<file path="src/rtl/sync_fifo_pkg.sv">
// Shared sizing helpers for the sync_fifo block.
package sync_fifo_pkg;

  localparam int unsigned DefaultAddrWidth = 2;
  localparam int unsigned DefaultDataWidth = 16;

  // Number of storage entries for a given pointer width.
  function automatic int unsigned fifo_depth(input int unsigned addr_width);
    return 32'd1 << addr_width;
  endfunction

  // Pointers carry one extra wrap bit above the storage index.
  function automatic int unsigned ptr_width(input int unsigned addr_width);
    return addr_width + 32'd1;
  endfunction

endpackage

</file>
<file path="src/rtl/sync_fifo_mem.sv">
// Storage array for sync_fifo: one synchronous write port and one registered read port.
// The array itself is never reset; only the read data register is.
module sync_fifo_mem
  import sync_fifo_pkg::*;
#(
  parameter int unsigned ADDR_WIDTH = DefaultAddrWidth,
  parameter int unsigned DATA_WIDTH = DefaultDataWidth
) (
  input  logic                  clk,
  input  logic                  reset,
  input  logic                  we,
  input  logic [ADDR_WIDTH-1:0] waddr,
  input  logic [DATA_WIDTH-1:0] wdata,
  input  logic                  re,
  input  logic [ADDR_WIDTH-1:0] raddr,
  output logic [DATA_WIDTH-1:0] rdata
);

  localparam int unsigned Depth = fifo_depth(ADDR_WIDTH);

  logic [DATA_WIDTH-1:0] mem [Depth];

  // Write port; contents are don't-care after reset.
  always_ff @(posedge clk) begin
    if (we) begin
      mem[waddr] <= wdata;
    end
  end

  // Registered read; a same-edge write to raddr returns the old entry.
  always_ff @(posedge clk) begin
    if (reset) begin
      rdata <= '0;
    end else if (re) begin
      rdata <= mem[raddr];
    end
  end

endmodule

</file>
<file path="src/rtl/sync_fifo.sv">
// Single-clock FIFO with registered (non fall-through) reads and full/empty flags.
// Optional macro SYNC_FIFO_ERR_FLAGS_EN adds wr_overflow / rd_underflow pulse outputs.
module sync_fifo
  import sync_fifo_pkg::*;
#(
  parameter int unsigned ADDR_WIDTH = DefaultAddrWidth,
  parameter int unsigned DATA_WIDTH = DefaultDataWidth
) (
  input  logic                  clk,
  input  logic                  reset,
  input  logic                  wr_en,
  input  logic [DATA_WIDTH-1:0] wr_data,
  output logic                  wr_full,
  input  logic                  rd_en,
  output logic [DATA_WIDTH-1:0] rd_data,
  output logic                  rd_empty
`ifdef SYNC_FIFO_ERR_FLAGS_EN
  ,
  output logic                  wr_overflow,
  output logic                  rd_underflow
`endif
);

  localparam int unsigned PtrWidth = ptr_width(ADDR_WIDTH);

  logic [PtrWidth-1:0] wr_ptr_q, wr_ptr_d;
  logic [PtrWidth-1:0] rd_ptr_q, rd_ptr_d;
  logic                wr_ok;
  logic                rd_ok;

  // Flags come straight from the registered pointers.
  always_comb begin
    rd_empty = (wr_ptr_q == rd_ptr_q);
    wr_full  = (wr_ptr_q[ADDR_WIDTH-1:0] == rd_ptr_q[ADDR_WIDTH-1:0]) &&
               (wr_ptr_q[ADDR_WIDTH] != rd_ptr_q[ADDR_WIDTH]);
  end

  // Acceptance and pointer next-state; a read frees a slot for a same-cycle write when full.
  always_comb begin
    rd_ok    = rd_en && !rd_empty;
    wr_ok    = wr_en && (!wr_full || rd_ok);
    wr_ptr_d = wr_ptr_q;
    rd_ptr_d = rd_ptr_q;
    if (wr_ok) begin
      wr_ptr_d = wr_ptr_q + PtrWidth'(1);
    end
    if (rd_ok) begin
      rd_ptr_d = rd_ptr_q + PtrWidth'(1);
    end
  end

  // Pointer registers.
  always_ff @(posedge clk) begin
    if (reset) begin
      wr_ptr_q <= '0;
      rd_ptr_q <= '0;
    end else begin
      wr_ptr_q <= wr_ptr_d;
      rd_ptr_q <= rd_ptr_d;
    end
  end

  sync_fifo_mem #(
    .ADDR_WIDTH(ADDR_WIDTH),
    .DATA_WIDTH(DATA_WIDTH)
  ) u_mem (
    .clk  (clk),
    .reset(reset),
    .we   (wr_ok),
    .waddr(wr_ptr_q[ADDR_WIDTH-1:0]),
    .wdata(wr_data),
    .re   (rd_ok),
    .raddr(rd_ptr_q[ADDR_WIDTH-1:0]),
    .rdata(rd_data)
  );

`ifdef SYNC_FIFO_ERR_FLAGS_EN
  // One-cycle pulses flagging a dropped write or a read of an empty FIFO.
  always_ff @(posedge clk) begin
    if (reset) begin
      wr_overflow  <= 1'b0;
      rd_underflow <= 1'b0;
    end else begin
      wr_overflow  <= wr_en && wr_full && !rd_ok;
      rd_underflow <= rd_en && rd_empty;
    end
  end
`endif

endmodule

</file>
<file path="config.mk">
export PLATFORM = sky130hd
export DESIGN_NAME = sync_fifo
export DESIGN_NICKNAME = d
export VERILOG_FILES = /design/src/rtl/sync_fifo_pkg.sv /design/src/rtl/sync_fifo_mem.sv /design/src/rtl/sync_fifo.sv
export SDC_FILE = /design/constraint.sdc
export NUM_CORES = 1
export LEC_CHECK = 0
export ABC_AREA = 1
export CAP_MARGIN = 40
export CORE_ASPECT_RATIO = 0.6
export CORE_MARGIN = 2
export CORE_UTILIZATION = 55
export CTS_BUF_LIST = sky130_fd_sc_hd__clkbuf_16
export DETAILED_ROUTE_END_ITERATION = 10
export PLACE_DENSITY = 0.81
export SYNTH_ARGS = -nofsm -noshare
export SYNTH_HDL_FRONTEND = slang
export SYNTH_SLANG_ARGS = --single-unit
</file>
<file path="constraint.sdc">
create_clock -name clk -period 2.4 [get_ports clk]
set_clock_uncertainty 0.1 [all_clocks]
set_input_delay 0.48 -clock clk [delete_from_list [all_inputs] [get_ports clk]]
set_output_delay 0.48 -clock clk [all_outputs]
set_load 0.01 [all_outputs]
</file>
Word-level counts from Yosys, hierarchy flattened
Memory sizes are Yosys's and may differ from the RTL's. A register that Yosys moved wholly into a read port is not among the register bits.
Cells that the tools add are included.
{ "op_classes": {"add_sub_neg": 2, "mul": 0, "n_div": 0, "n_lt_le_gt_ge": 0, "n_eq_ne": 3, "shifts": 0, "mux": 2, "n_bitwise": 0, "n_reduce_logical": 6} }
{ "ops": {"columns": ["operator", "count"], "rows": [
  ["3-bit by 1-bit adder with 3-bit output (second input constant)", 2],
  ["3-bit == test", 1],
  ["1-bit logical AND", 3],
  ["2-bit == test", 1],
  ["1-bit zero test", 2],
  ["1-bit two-way mux", 2],
  ["1-bit logical OR", 1],
  ["1-bit inequality test", 1]
]} }
{ "totals": {"regBits": 6, "latchBits": 0, "ram_bits": 64, "rom_bits": 0, "input_bits": 20, "out_inout_bits": 18, "wordCells": 16, "memories": 1} }
{ "mem_list": {"columns": ["name", "words", "word_bits", "read_ports", "rd_ports_with_merged_regs", "wr", "line_no", "source"], "rows": [
  ["u_mem.mem", 4, 16, 1, 1, 1, "sync_fifo_mem.sv:21", "logic [DATA_WIDTH-1:0] mem [Depth];"]
]} }

Longest topological paths before layout
Gate-level depths: netlist (run 1).
{ "depth": {"depth_word": 7, "ltp_mapped": 11, "mapped_depth_nobuf": 9} }

By module
A second synthesis (run 1) with hierarchy kept.
{ "hier_totals": {"hier_cells": 302, "hier_area_um2": 3598.5} }
{ "modules_own_cells": {"columns": ["mod", "instances", "cells_each", "area_each_um2", "seq_area_each_um2"], "rows": [
  ["sync_fifo_mem", 1, 248, 3220.6, 2242.2],
  ["sync_fifo", 1, 54, 377.9, 120.1]
]} }

Worst setup path after synthesis (run 1)
OpenSTA, ideal clock, no wires.
{ "synth_path": {"kind": "register to register", "start": "register rd_ptr_q[0]", "end": "memory u_mem.mem[0][0] (netlist bit), enable pin", "setup_ns": 0.389, "t_arrival_ns": 1.612, "t_required_ns": 1.911, "path_slack_ns": 0.300, "stages_incl_launch_ff": 8, "n_path_buf": 1, "synth_period_minus_slack_ns": 2.100, "cell_sequence": "dfxtp_1 buf_6 inv_4 nand2_1 nand2_2 nand4_1 nand2_1 nor2_1"} }
{ "synth_between": {"elab_chain_cells": 7, "elab_cells_between_ends": 10, "cone_classes": "2 x eq/ne; 2 x mux; 6 x reduce/logical"} }
{ "synth_rtl": {"columns": ["item", "line_no", "source"], "rows": [
  ["from (decl)", "sync_fifo.sv:27", "logic [PtrWidth-1:0] rd_ptr_q, rd_ptr_d;"],
  ["from (signal assigned)", "sync_fifo.sv:59", "rd_ptr_q <= rd_ptr_d;"],
  ["3-bit == test or 2-bit == test (tied branches)", "sync_fifo.sv:33, sync_fifo.sv:34", null],
  ["1-bit zero test or 1-bit logical AND (tied branches)", "sync_fifo.sv:40, sync_fifo.sv:34", null],
  ["1-bit logical AND or 1-bit zero test (tied branches)", "sync_fifo.sv:40, sync_fifo.sv:41", null],
  ["1-bit logical OR *", "sync_fifo.sv:41", "wr_ok = wr_en && (!wr_full || rd_ok);"],
  ["1-bit logical AND *", "sync_fifo.sv:41", null],
  ["1-bit two-way mux *", "sync_fifo_mem.sv:25", "if (we) begin"],
  ["1-bit two-way mux (implied by the code) *", "sync_fifo_mem.sv:26", "mem[waddr] <= wdata;"],
  ["to (decl)", "sync_fifo_mem.sv:21", null]
]} }
Mark *: on every way between the ends. The rest lies on a longest branch, timed or not.

Worst setup path in the final report (run 1)
{ "layout_path": {"start": "register wr_ptr_q[1]", "end": "output rd_empty"} }
{ "layout_between": {"elab_chain_cells": 1} }
{ "layout_rtl": {"columns": ["item", "line_no", "source"], "rows": [
  ["from (decl)", "sync_fifo.sv:26", "logic [PtrWidth-1:0] wr_ptr_q, wr_ptr_d;"],
  ["from (signal assigned)", "sync_fifo.sv:58", "wr_ptr_q <= wr_ptr_d;"],
  ["3-bit == test", "sync_fifo.sv:33", "rd_empty = (wr_ptr_q == rd_ptr_q);"],
  ["to (decl)", "sync_fifo.sv:16", "output logic rd_empty"]
]} }
No other way between the ends.

==> summary.txt, run 1 <==
STA
  – Slew HR: 74.8%
  – Hold Vio Cnt, Final: 0
  – Setup WS post-layout: 0.123 ns
  – Fin Setup TNS: 0 ns
  – Final period utilization: 94.9%
  – Hold Slack: 0.379 ns
  – Fmax: 439 MHz
  – Setup-failing EPs final: 0
  – Fin. max-slew vios: 0
  – Minimum clock period: 2.28 ns
  – RSZ-0062 raised after global routing: false
  – Worst-margin pin slew: 0.374 ns

Hold path
  – Hold Path Sink: u_mem.rdata[5]
  – WHS Path Cells: 2
  – Hold path start: u_mem.rdata[5]
  – Hold crit path type: register to register

Synth
  – FF+latch count, synth: 86
  – Post-Syn Area: 3380 sq um
  – Post-synthesis cell count: 301
  – Unique masters post-synth: 21
  – Post-Syn Area per Cell: 11.2 sq um
  – Sequential fraction of the synthesis area: 69.8%
  – Synth Net Count: 326
  – Total number of yosys warnings: 0

Final layout
  – Commonest non-fill, non-tap cell in the layout: nor2_1
  – Most frequent cells in the layout: 89 x nor2_1, 64 x edfxtp_1, 62 x o21ai_0
  – Area growth from synthesis to layout: 24.0%
  – Multi-input logic area: 871 sq um
  – Ant. Diodes: 0
  – Nets: 366
  – FILL cells: 456
  – Non-filler instance count after layout: 430
  – Share of cells above drive strength 1: 8.38%
  – Core Util, Final: 69.6%
  – Sequential cell area: 2360 sq um
  – Post-route cell area: 4200 sq um

Drt
  – Post-route DRC: 0
  – Drt first-iter violations: 186
  – Via density: 5.28
  – Via Count: 2270
  – Final wirelength: 6880 um
  – DRT Pass-1 Iters: 7
  – Routed len/inst: 16.0 um
  – Post-DRT Antenna Nets: 0

Global routing
  – First-pass GRT wire length: 10900 um
  – GRT overflow: 0
  – Tot GR Track Use: 22.0%
  – Largest net degree at the start of global routing: 35
  – Vias in the first global route: 2031
  – Initial antenna violation count: 0

Worst setup path
  – Max FO, Critical Path: 5
  – Worst Path Required: 1.82 ns
  – FF-to-FF End: u_mem.mem[1][0]
  – Crit end category: output port
  – Arr. time, crit path: 1.70 ns
  – Worst R2R Setup Slack: 0.49 ns
  – Startpoint types: register
  – Worst R2R Path Depth: 7
  – Worst r2r src: wr_ptr_q[0]
  – Worst Setup Path Type: register to output port
  – Worst Setup SP: wr_ptr_q[1]

CTS
  – Clock Tree Root: clkbuf_16
  – CTS Sinks: 86
  – Clock transition at the registers of the reported paths: 0.06 ns
  – H-tree Lvls: 3
  – CTS tree: done
  – Clk Latency, worst-skew pair: 0.33 ns
  – TritonCTS Buffers: 9
  – Clock buffer depth: 2

Floorplanning
  – Initial cell density of the core: 56.1%
  – Die Width: 105 um
  – Chip height: 64.8 um
  – Core box area: 6030 sq um
  – Die Area: 6820 sq um
  – Standard-cell rows: 22
  – I/O Pins: 38

Place
  – Cell Area, Placed: 3860 sq um
  – HPWL after DPL: 4400 um
  – Placer congestion estimate: 0.842
  – PortBufs: 37
  – Pre-CTS WS: 0.178 ns
  – Cells after DPL: 414

Power and ir drop
  – Int Pwr: 2.96 mW
  – Power per cell area: 929 nW/um^2
  – Total power draw: 3.90 mW
  – Switching power of the nets: 941 uW
  – Clock Power Share: 39.4%
  – Net Sw Frac: 24.1%
  – Comb power frac: 15.9%
  – Max VDD drop: 0.473 mV
  – Pleak: 1.51 nW
  – Register share of total power: 44.7%

Flow run
  – Max Cap Violations: 0

Run status
  – Status: complete, no violations
## Yosys cell counts
| master | n | area share (%) |
|---|---|---|
| dfxtp_1 | 22 | 13 |
| clkbuf_2 | 1 | 0.15 |
| nand4_1 | 1 | 0.19 |
| edfxtp_1 | 64 | 57 |
| a21oi_1 | 4 | 0.59 |
| xor2_1 | 2 | 0.52 |
| nand2_2 | 2 | 0.37 |
| inv_6 | 1 | 0.26 |
| xnor2_2 | 1 | 0.48 |
| o21ai_0 | 62 | 9.2 |
| o21ai_1 | 4 | 0.59 |
| nand3_2 | 1 | 0.30 |
| buf_2 | 2 | 0.30 |
| nand3_1 | 4 | 0.59 |
| ha_1 | 5 | 1.8 |
| clkbuf_1 | 8 | 0.89 |
| nor2_1 | 89 | 9.9 |
| nand2_1 | 11 | 1.2 |
| inv_4 | 1 | 0.19 |
| inv_1 | 12 | 1.3 |
| buf_6 | 4 | 1.3 |
## power by group through the flow
stage               clock network, mW  logic [mW]  registers [mW]
global placement                    0       0.598            1.77
global route                     1.63       0.694            1.75
floorplan                           0       0.345            1.79
CTS                              1.56       0.619            1.74
finish                           1.54       0.620            1.74
detailed placement                  0       0.614            1.77
## timing repair
item                                    CTS  global route
setup buffers                             0             0
gates resized for setup                   0             1
hold buffers                              0             0
endpoints found under the setup margin    0             1
## per-layer routing
| layer | global-route usage, % | wire, um |
|---|---|---|
| met1 | 32.9 | 3190 |
| met2 | 31.0 | 2970 |
| met3 | 7.55 | 656 |
| met4 | 5.17 | 70 |
| met5 | 0 | 0 |
## cells by family after synthesis
group,synth area share [%]
AOI/OAI and AO/OA,10.4
xor gates and xnor gates,0.999
adders and majority gates,1.85
buffers and inverters,4.44
DFF,69.8
and+or+nand+nor,12.5
## layout make-up
cell class	instances	share of cell area [%]
clock buffers	9	5.37
clock inverters	7	2.68
inverters	14	1.43
multi-input cells	186	20.8
flip-flops and latches	86	56.3
well taps	84	2.50
repair buffers	44	11.0
## sequential cells by signal (all words and copies together), names as in the netlist
register / flops
rd_ptr_q: 3
u_mem.rdata: 16
u_mem.mem: 64
wr_ptr_q: 3
## how the worst max path moves through the flow
stage,to,slack (ns)
after detailed placement,u_mem.mem[1][14],0.18
final,rd_empty,0.12
after global placement,u_mem.mem[1][14],0.24
after floorplan,u_mem.mem[0][0],0.30
after CTS,rd_empty,0.1
after global routing,rd_empty,0.008
## critical path: stages (launching register included)
cell             delay, ns
dfxtp_1               0.47
xnor2_2               0.17
nand3_2               0.13
inv_1                 0.07
clkdlybuf4s50_1       0.52
Note: power is estimated with default switching activity, not from simulation.
==> inputs of run 2 (changes only) <==
Clock period 2.4 ns to 2.16 ns, I/O delays scaled along.
==> run 2 against run 1 <==
Net effect:
- sequential power increased by 11%
- count of clock-buffer cells in the layout unchanged
- global-route usage decreased by 1.8 points
- largest cell class unchanged
- largest power group unchanged
==> summary.txt, run 2 (same netlist as run 1, synthesis figures left out) <==
Run status
  – Status: complete, no violations (unchanged)

Power and ir drop
  – Comb power frac: 16.2% (was 15.9%)
  – Net Sw Frac: 24.7% (was 24.1%)
  – Max VDD drop: 0.622 mV (was 0.473 mV)
  – Pleak: 1.51 nW (about the same)
  – Power per cell area: 1000 nW/um^2 (was 929 nW/um^2)
  – Clock Power Share: 37.8% (was 39.4%)
  – Switching power of the nets: 1.04 mW (was 941 uW)
  – Register share of total power: 46.0% (was 44.7%)
  – Total power draw: 4.20 mW (was 3.90 mW)
  – Int Pwr: 3.16 mW (was 2.96 mW)

Final layout
  – Largest reg by FF count: u_mem.mem (unchanged)
  – Commonest non-fill, non-tap cell in the layout: nor2_1 (unchanged)
  – Ant. Diodes: 0 (unchanged)
  – Max reg flops: 64 (unchanged)
  – Core Util, Final: 69.5% (was 69.6%)
  – Share of cells above drive strength 1: 9.20% (was 8.38%)
  – Regs by FF count: u_mem.mem (64), u_mem.rdata (16) (unchanged)
  – Most frequent cells in the layout: 89 x nor2_1, 64 x edfxtp_1, 62 x o21ai_0 (unchanged)
  – Nets: 368 (was 366)
  – FILL cells: 416 (was 456)
  – Area growth from synthesis to layout: 23.8% (was 24.0%)
  – Non-filler instance count after layout: 432 (was 430)

Worst setup path
  – Startpoint types: register (unchanged)
  – Max FO, Critical Path: 5 (unchanged)
  – CP max stage cell: dfxtp_1 (was clkdlybuf4s50_1)
  – CP bufs+invs: 3 (was 2)
  – Arr. time, crit path: 1.42 ns (was 1.70 ns)
  – Crit end category: output port (unchanged)
  – Crit-path cells: inv_2 > nand2_1 > nand2_2 > nand3_2 > inv_1 > dlygate4sd2_1 (was xnor2_2 > nand3_2 > inv_1 > clkdlybuf4s50_1)
  – Worst Setup Path Type: register to output port (unchanged)
  – CP max stage delay: 0.43 ns (was 0.52 ns)
  – Worst Path Required: 1.63 ns (was 1.82 ns)
  – CP delay by family, top: flip-flops (was buffers and inverters)

Hold path
  – Hold crit path type: register to register (unchanged)

CTS
  – CTS tree: done (unchanged)
  – CTS Sinks: 86 (unchanged)
  – Clock buffer depth: 2 (unchanged)
  – Clk Latency, worst-skew pair: 0.34 ns (was 0.33 ns)
  – Clock Tree Root: clkbuf_16 (unchanged)
  – H-tree Lvls: 3 (unchanged)
  – Clock transition at the registers of the reported paths: 0.06 ns (about the same)
  – TritonCTS Buffers: 9 (unchanged)

STA
  – Hold Vio Cnt, Final: 0 (unchanged)
  – Slew HR: 71.7% (was 74.8%)
  – Fin. max-slew vios: 0 (unchanged)
  – Setup-failing EPs final: 0 (unchanged)
  – Fmax: 511 MHz
  – RSZ-0062 raised after global routing: false (unchanged)
  – Minimum clock period: 1.96 ns
  – Final period utilization: 90.5%
  – Fin Setup TNS: 0 ns (unchanged)
  – Worst-margin pin slew: 0.420 ns (was 0.374 ns)

Place
  – Placer congestion estimate: 0.809 (was 0.842)
  – Cells after DPL: 416 (was 414)
  – PortBufs: 37 (unchanged)
  – HPWL after DPL: 4240 um (was 4400 um)

Drt
  – Post-DRT Antenna Nets: 0 (unchanged)
  – Via density: 5.15 (was 5.28)
  – Drt first-iter violations: 169 (was 186)
  – Post-route DRC: 0 (unchanged)
  – Final wirelength: 6380 um (was 6880 um)
  – DRT Pass-1 Iters: 5 (was 7)
  – Via Count: 2224 (was 2270)
  – Routed len/inst: 14.8 um (was 16.0 um)

Global routing
  – GRT overflow: 0 (unchanged)
  – Tot GR Track Use: 20.2% (was 22.0%)
  – Vias in the first global route: 1912 (was 2031)
  – Largest net degree at the start of global routing: 35 (unchanged)
  – First-pass GRT wire length: 9920 um (was 10900 um)
  – Initial antenna violation count: 0 (unchanged)

Flow run
  – Max Cap Violations: 0 (unchanged)

Floorplanning
  – Standard-cell rows: 22 (unchanged)
  – Die Area: 6820 sq um (unchanged)
  – I/O Pins: 38 (unchanged)
  – Chip height: 64.8 um (unchanged)
  – Core box area: 6030 sq um (unchanged)
  – Die Width: 105 um (unchanged)
  – Initial cell density of the core: 56.1% (unchanged)
run 2: cell count changes in the layout (fill, tap and decap cells not counted), sizes merged:
cell           previous run  this run
clkdlybuf4s50            37        35
dlygate4sd2               0         2
clkinv                    3         1
bufinv                    3         2
inv                      14        15
clkinvlp                  1         3
buf                       7         9
run 2: power groups by stage:
stage          Clock (mW)  Sequential [mW]  Combinational, mW
6_report             1.59             1.93              0.681
5_1_grt              1.67             1.95              0.760
4_1_cts              1.60             1.93              0.682
3_5_place_dp            0             1.97              0.682
3_3_place_gp            0             1.96              0.667
2_1_floorplan           0             1.99              0.383
run 2: per-stage QoR:
stage	worst slack [ns]	instance area, sq um	hold WS [ns]
2_1_floorplan	0.0598	3380	0.371
3_5_place_dp	0.0324	3870	0.370
3_3_place_gp	0.0960	3870	0.361
5_1_grt	0.0939	4190	0.405
6_report	0.205	4190	0.379
4_1_cts	0.199	4190	0.383
run 2: repair_timing:
| action | CTS | global route |
|---|---|---|
| hold buffers | 0 | 0 |
| resized for setup | 5 | 0 |
| setup buffers | 0 | 0 |
| setup endpoints to repair | 2 | 0 |
run 2: worst paths after layout:
path                  startpoint         endpoint  slack (ns)  cells after the start
hold / removal    u_mem.rdata[6]   u_mem.rdata[6]        0.38                      2
hold reg to reg   u_mem.rdata[6]   u_mem.rdata[6]        0.38                      2
setup reg to reg     wr_ptr_q[0]  u_mem.mem[3][9]        0.31                      7
setup / recovery     wr_ptr_q[0]         rd_empty        0.20                      6
run 2: final cells by class:
cell class              count  area (sq um)  share of cell area, %
inverters                  14          60.1                   1.43
clock buffers               9           225                   5.38
clock inverters             7          90.1                   2.15
well taps                  84           105                   2.51
flip-flops and latches     86          2360                   56.5
repair buffers             46           473                   11.3
multi-input cells         186           871                   20.8
run 2: tightest hold or removal path, delay by kind of cell, from the launching register on:
family / cells / cell delay (ns)
DFF: 1 / 0.32
and+or+nand+nor: 2 / 0.13
run 2: metal layers:
layer  global-route usage [%]  share of wire [%]  up-vias
met3                     7.14                8.0       10
met4                     5.00                1.1        0
met5                        0                  0        -
met2                     27.6                 42       73
met1                     30.8                 49     1031
li1                         -                  -     1110
==> inputs of run 3 (changes only) <==
Settings changed: CTS_BUF_LIST sky130_fd_sc_hd__clkbuf_16 to not set.
==> run 3 against run 2 <==
Net effect:
- clock power is 27% lower
- critical path depth stayed put
- combinational power hardly changed
- via count is 1.1% lower
- register-to-register slack better by 0.03 ns
- global-route usage is 0.54 points lower
- cell area is 2.3% lower
- highest routed layer is now met3
- power is 10% lower
- sequential share of layout area is 1.4 points higher
- sequential power hardly changed
- largest cell class unchanged
==> summary.txt, run 3 (same netlist as run 1, synthesis figures left out) <==
Run status
  – Status: complete, no violations (unchanged)

Place
  – Cells after DPL: 416 (unchanged)
  – Cell Area, Placed: 3870 sq um (unchanged)
  – Placer congestion estimate: 0.809 (unchanged)
  – PortBufs: 37 (unchanged)
  – HPWL after DPL: 4240 um (unchanged)

Global routing
  – Tot GR Track Use: 19.7% (was 20.2%)
  – First-pass GRT wire length: 9780 um (was 9920 um)
  – GRT overflow: 0 (unchanged)
  – Initial antenna violation count: 0 (unchanged)
  – Largest net degree at the start of global routing: 35 (unchanged)
  – Vias in the first global route: 1895 (was 1912)

Hold path
  – Hold crit path type: register to register (unchanged)

STA
  – Worst-margin pin slew: 0.454 ns (was 0.420 ns)
  – Fin Setup TNS: 0 ns (unchanged)
  – Fmax: 529 MHz (was 511 MHz)
  – Hold Slack: 0.384 ns (was 0.379 ns)
  – RSZ-0062 raised after global routing: false (unchanged)
  – Slew HR: 69.4% (was 71.7%)
  – Final period utilization: 87.5% (was 90.5%)
  – Setup-failing EPs final: 0 (unchanged)
  – Minimum clock period: 1.89 ns (was 1.96 ns)
  – Fin. max-slew vios: 0 (unchanged)
  – Hold Vio Cnt, Final: 0 (unchanged)

Power and ir drop
  – Power per cell area: 920 nW/um^2 (was 1000 nW/um^2)
  – Max VDD drop: 0.452 mV (was 0.622 mV)
  – Pleak: 1.47 nW (was 1.51 nW)

Final layout
  – Commonest non-fill, non-tap cell in the layout: nor2_1 (unchanged)
  – Most frequent cells in the layout: 89 x nor2_1, 64 x edfxtp_1, 62 x o21ai_0 (unchanged)
  – Post-route cell area: 4090 sq um (was 4190 sq um)
  – Non-filler instance count after layout: 432 (unchanged)
  – Area growth from synthesis to layout: 21.0% (was 23.8%)
  – Share of cells above drive strength 1: 9.77% (was 9.20%)
  – Nets: 368 (unchanged)
  – Core Util, Final: 67.9% (was 69.5%)
  – Ant. Diodes: 0 (unchanged)
  – Largest reg by FF count: u_mem.mem (unchanged)
  – FILL cells: 434 (was 416)
  – Regs by FF count: u_mem.mem (64), u_mem.rdata (16) (unchanged)
  – Max reg flops: 64 (unchanged)

Drt
  – Routed len/inst: 14.4 um (was 14.8 um)
  – Via Count: 2200 (was 2224)
  – Via density: 5.09 (was 5.15)
  – Final wirelength: 6240 um (was 6380 um)
  – Drt first-iter violations: 170 (was 169)
  – Post-route DRC: 0 (unchanged)
  – Post-DRT Antenna Nets: 0 (unchanged)
  – DRT Pass-1 Iters: 4 (was 5)

CTS
  – Clock buffer depth: 2 (unchanged)
  – CTS Sinks: 86 (unchanged)
  – Clock transition at the registers of the reported paths: 0.08 ns (was 0.06 ns)
  – Postcts setup bufs: 0 (unchanged)
  – TritonCTS Buffers: 9 (unchanged)
  – Clock Tree Root: clkbuf_8 (was clkbuf_16)
  – CTS tree: done (unchanged)
  – Hold buffer count at cts: 0 (unchanged)
  – H-tree Lvls: 3 (unchanged)
  – Clk Latency, worst-skew pair: 0.33 ns (was 0.34 ns)

Floorplanning
  – I/O Pins: 38 (unchanged)
  – Standard-cell rows: 22 (unchanged)
  – Initial cell density of the core: 56.1% (unchanged)
  – Die Width: 105 um (unchanged)
  – Chip height: 64.8 um (unchanged)
  – Core box area: 6030 sq um (unchanged)
  – Die Area: 6820 sq um (unchanged)

Worst setup path
  – Startpoint types: register (unchanged)
  – Crit end category: output port (unchanged)
  – Arr. time, crit path: 1.36 ns (was 1.42 ns)
  – Worst Path Required: 1.63 ns (about the same)
  – Max FO, Critical Path: 5 (unchanged)
  – Worst Setup Path Type: register to output port (unchanged)

Flow run
  – Max Cap Violations: 0 (unchanged)
## run 3: cell types whose count changed in the layout (fill, tap and decap cells not counted), sizes merged
cell          before  now
clkbuf             9   10
dlygate4sd2        2    1
dlymetal6s2s       0    1
inv               15   14
## run 3: worst max-delay path, stage by stage (launching register included)
cell and delay (ns):
dfxtp_2 0.35, inv_2 0.09, nand2_1 0.07, nand2_2 0.08, nand3_2 0.10, inv_1 0.06, dlygate4sd2_1 0.26
## run 3: final timing paths
path | from | end | slack [ns] | cells past startpoint
min reg2reg | u_mem.rdata[6] | u_mem.rdata[6] | 0.38 | 2
min | u_mem.rdata[6] | u_mem.rdata[6] | 0.38 | 2
max reg2reg | wr_ptr_q[0] | u_mem.mem[3][2] | 0.34 | 7
max | wr_ptr_q[0] | rd_empty | 0.27 | 6
## run 3: area by class of cell
type / count / area, sq um / area share [%]
clock buffer: 10 / 128 / 3.12
clock inverter: 6 / 86.3 / 2.11
inverter: 14 / 60.1 / 1.47
multi-input combinational: 186 / 871 / 21.3
sequential: 86 / 2370 / 57.8
tap: 84 / 105 / 2.57
timing repair buffer: 46 / 477 / 11.6
## run 3: per-layer routing
metal  vias to the layer above  track usage [%]  share of wire (%)
li1                       1108                -                  -
met1                      1008             30.6                 50
met2                        84             27.1                 42
met3                         0             6.24                7.9
met4                         0             4.00                  0
met5                         -                0                  0
## run 3: metrics by stage
step	worst slack [ns]	power, mW
final	0.270	3.77
after global routing	0.132	3.95
after CTS	0.00770	3.79
after detailed placement	0.0324	2.65
after global placement	0.0960	2.63
after floorplan	0.0598	2.37
## run 3: timing repair
item                                    CTS  global route
resized for setup                         6             1
endpoints found under the setup margin    2             1
cloned                                    0             0
hold endpoints to repair                  0             0
## run 3: report_power, final
group          leakage [nW]  internal, mW  switching [mW]  total, mW
Clock                0.0962         0.647           0.512       1.16
Combinational         0.605         0.275           0.403      0.678
Sequential            0.771          1.88          0.0469       1.93
Total                  1.47          2.81           0.962       3.77
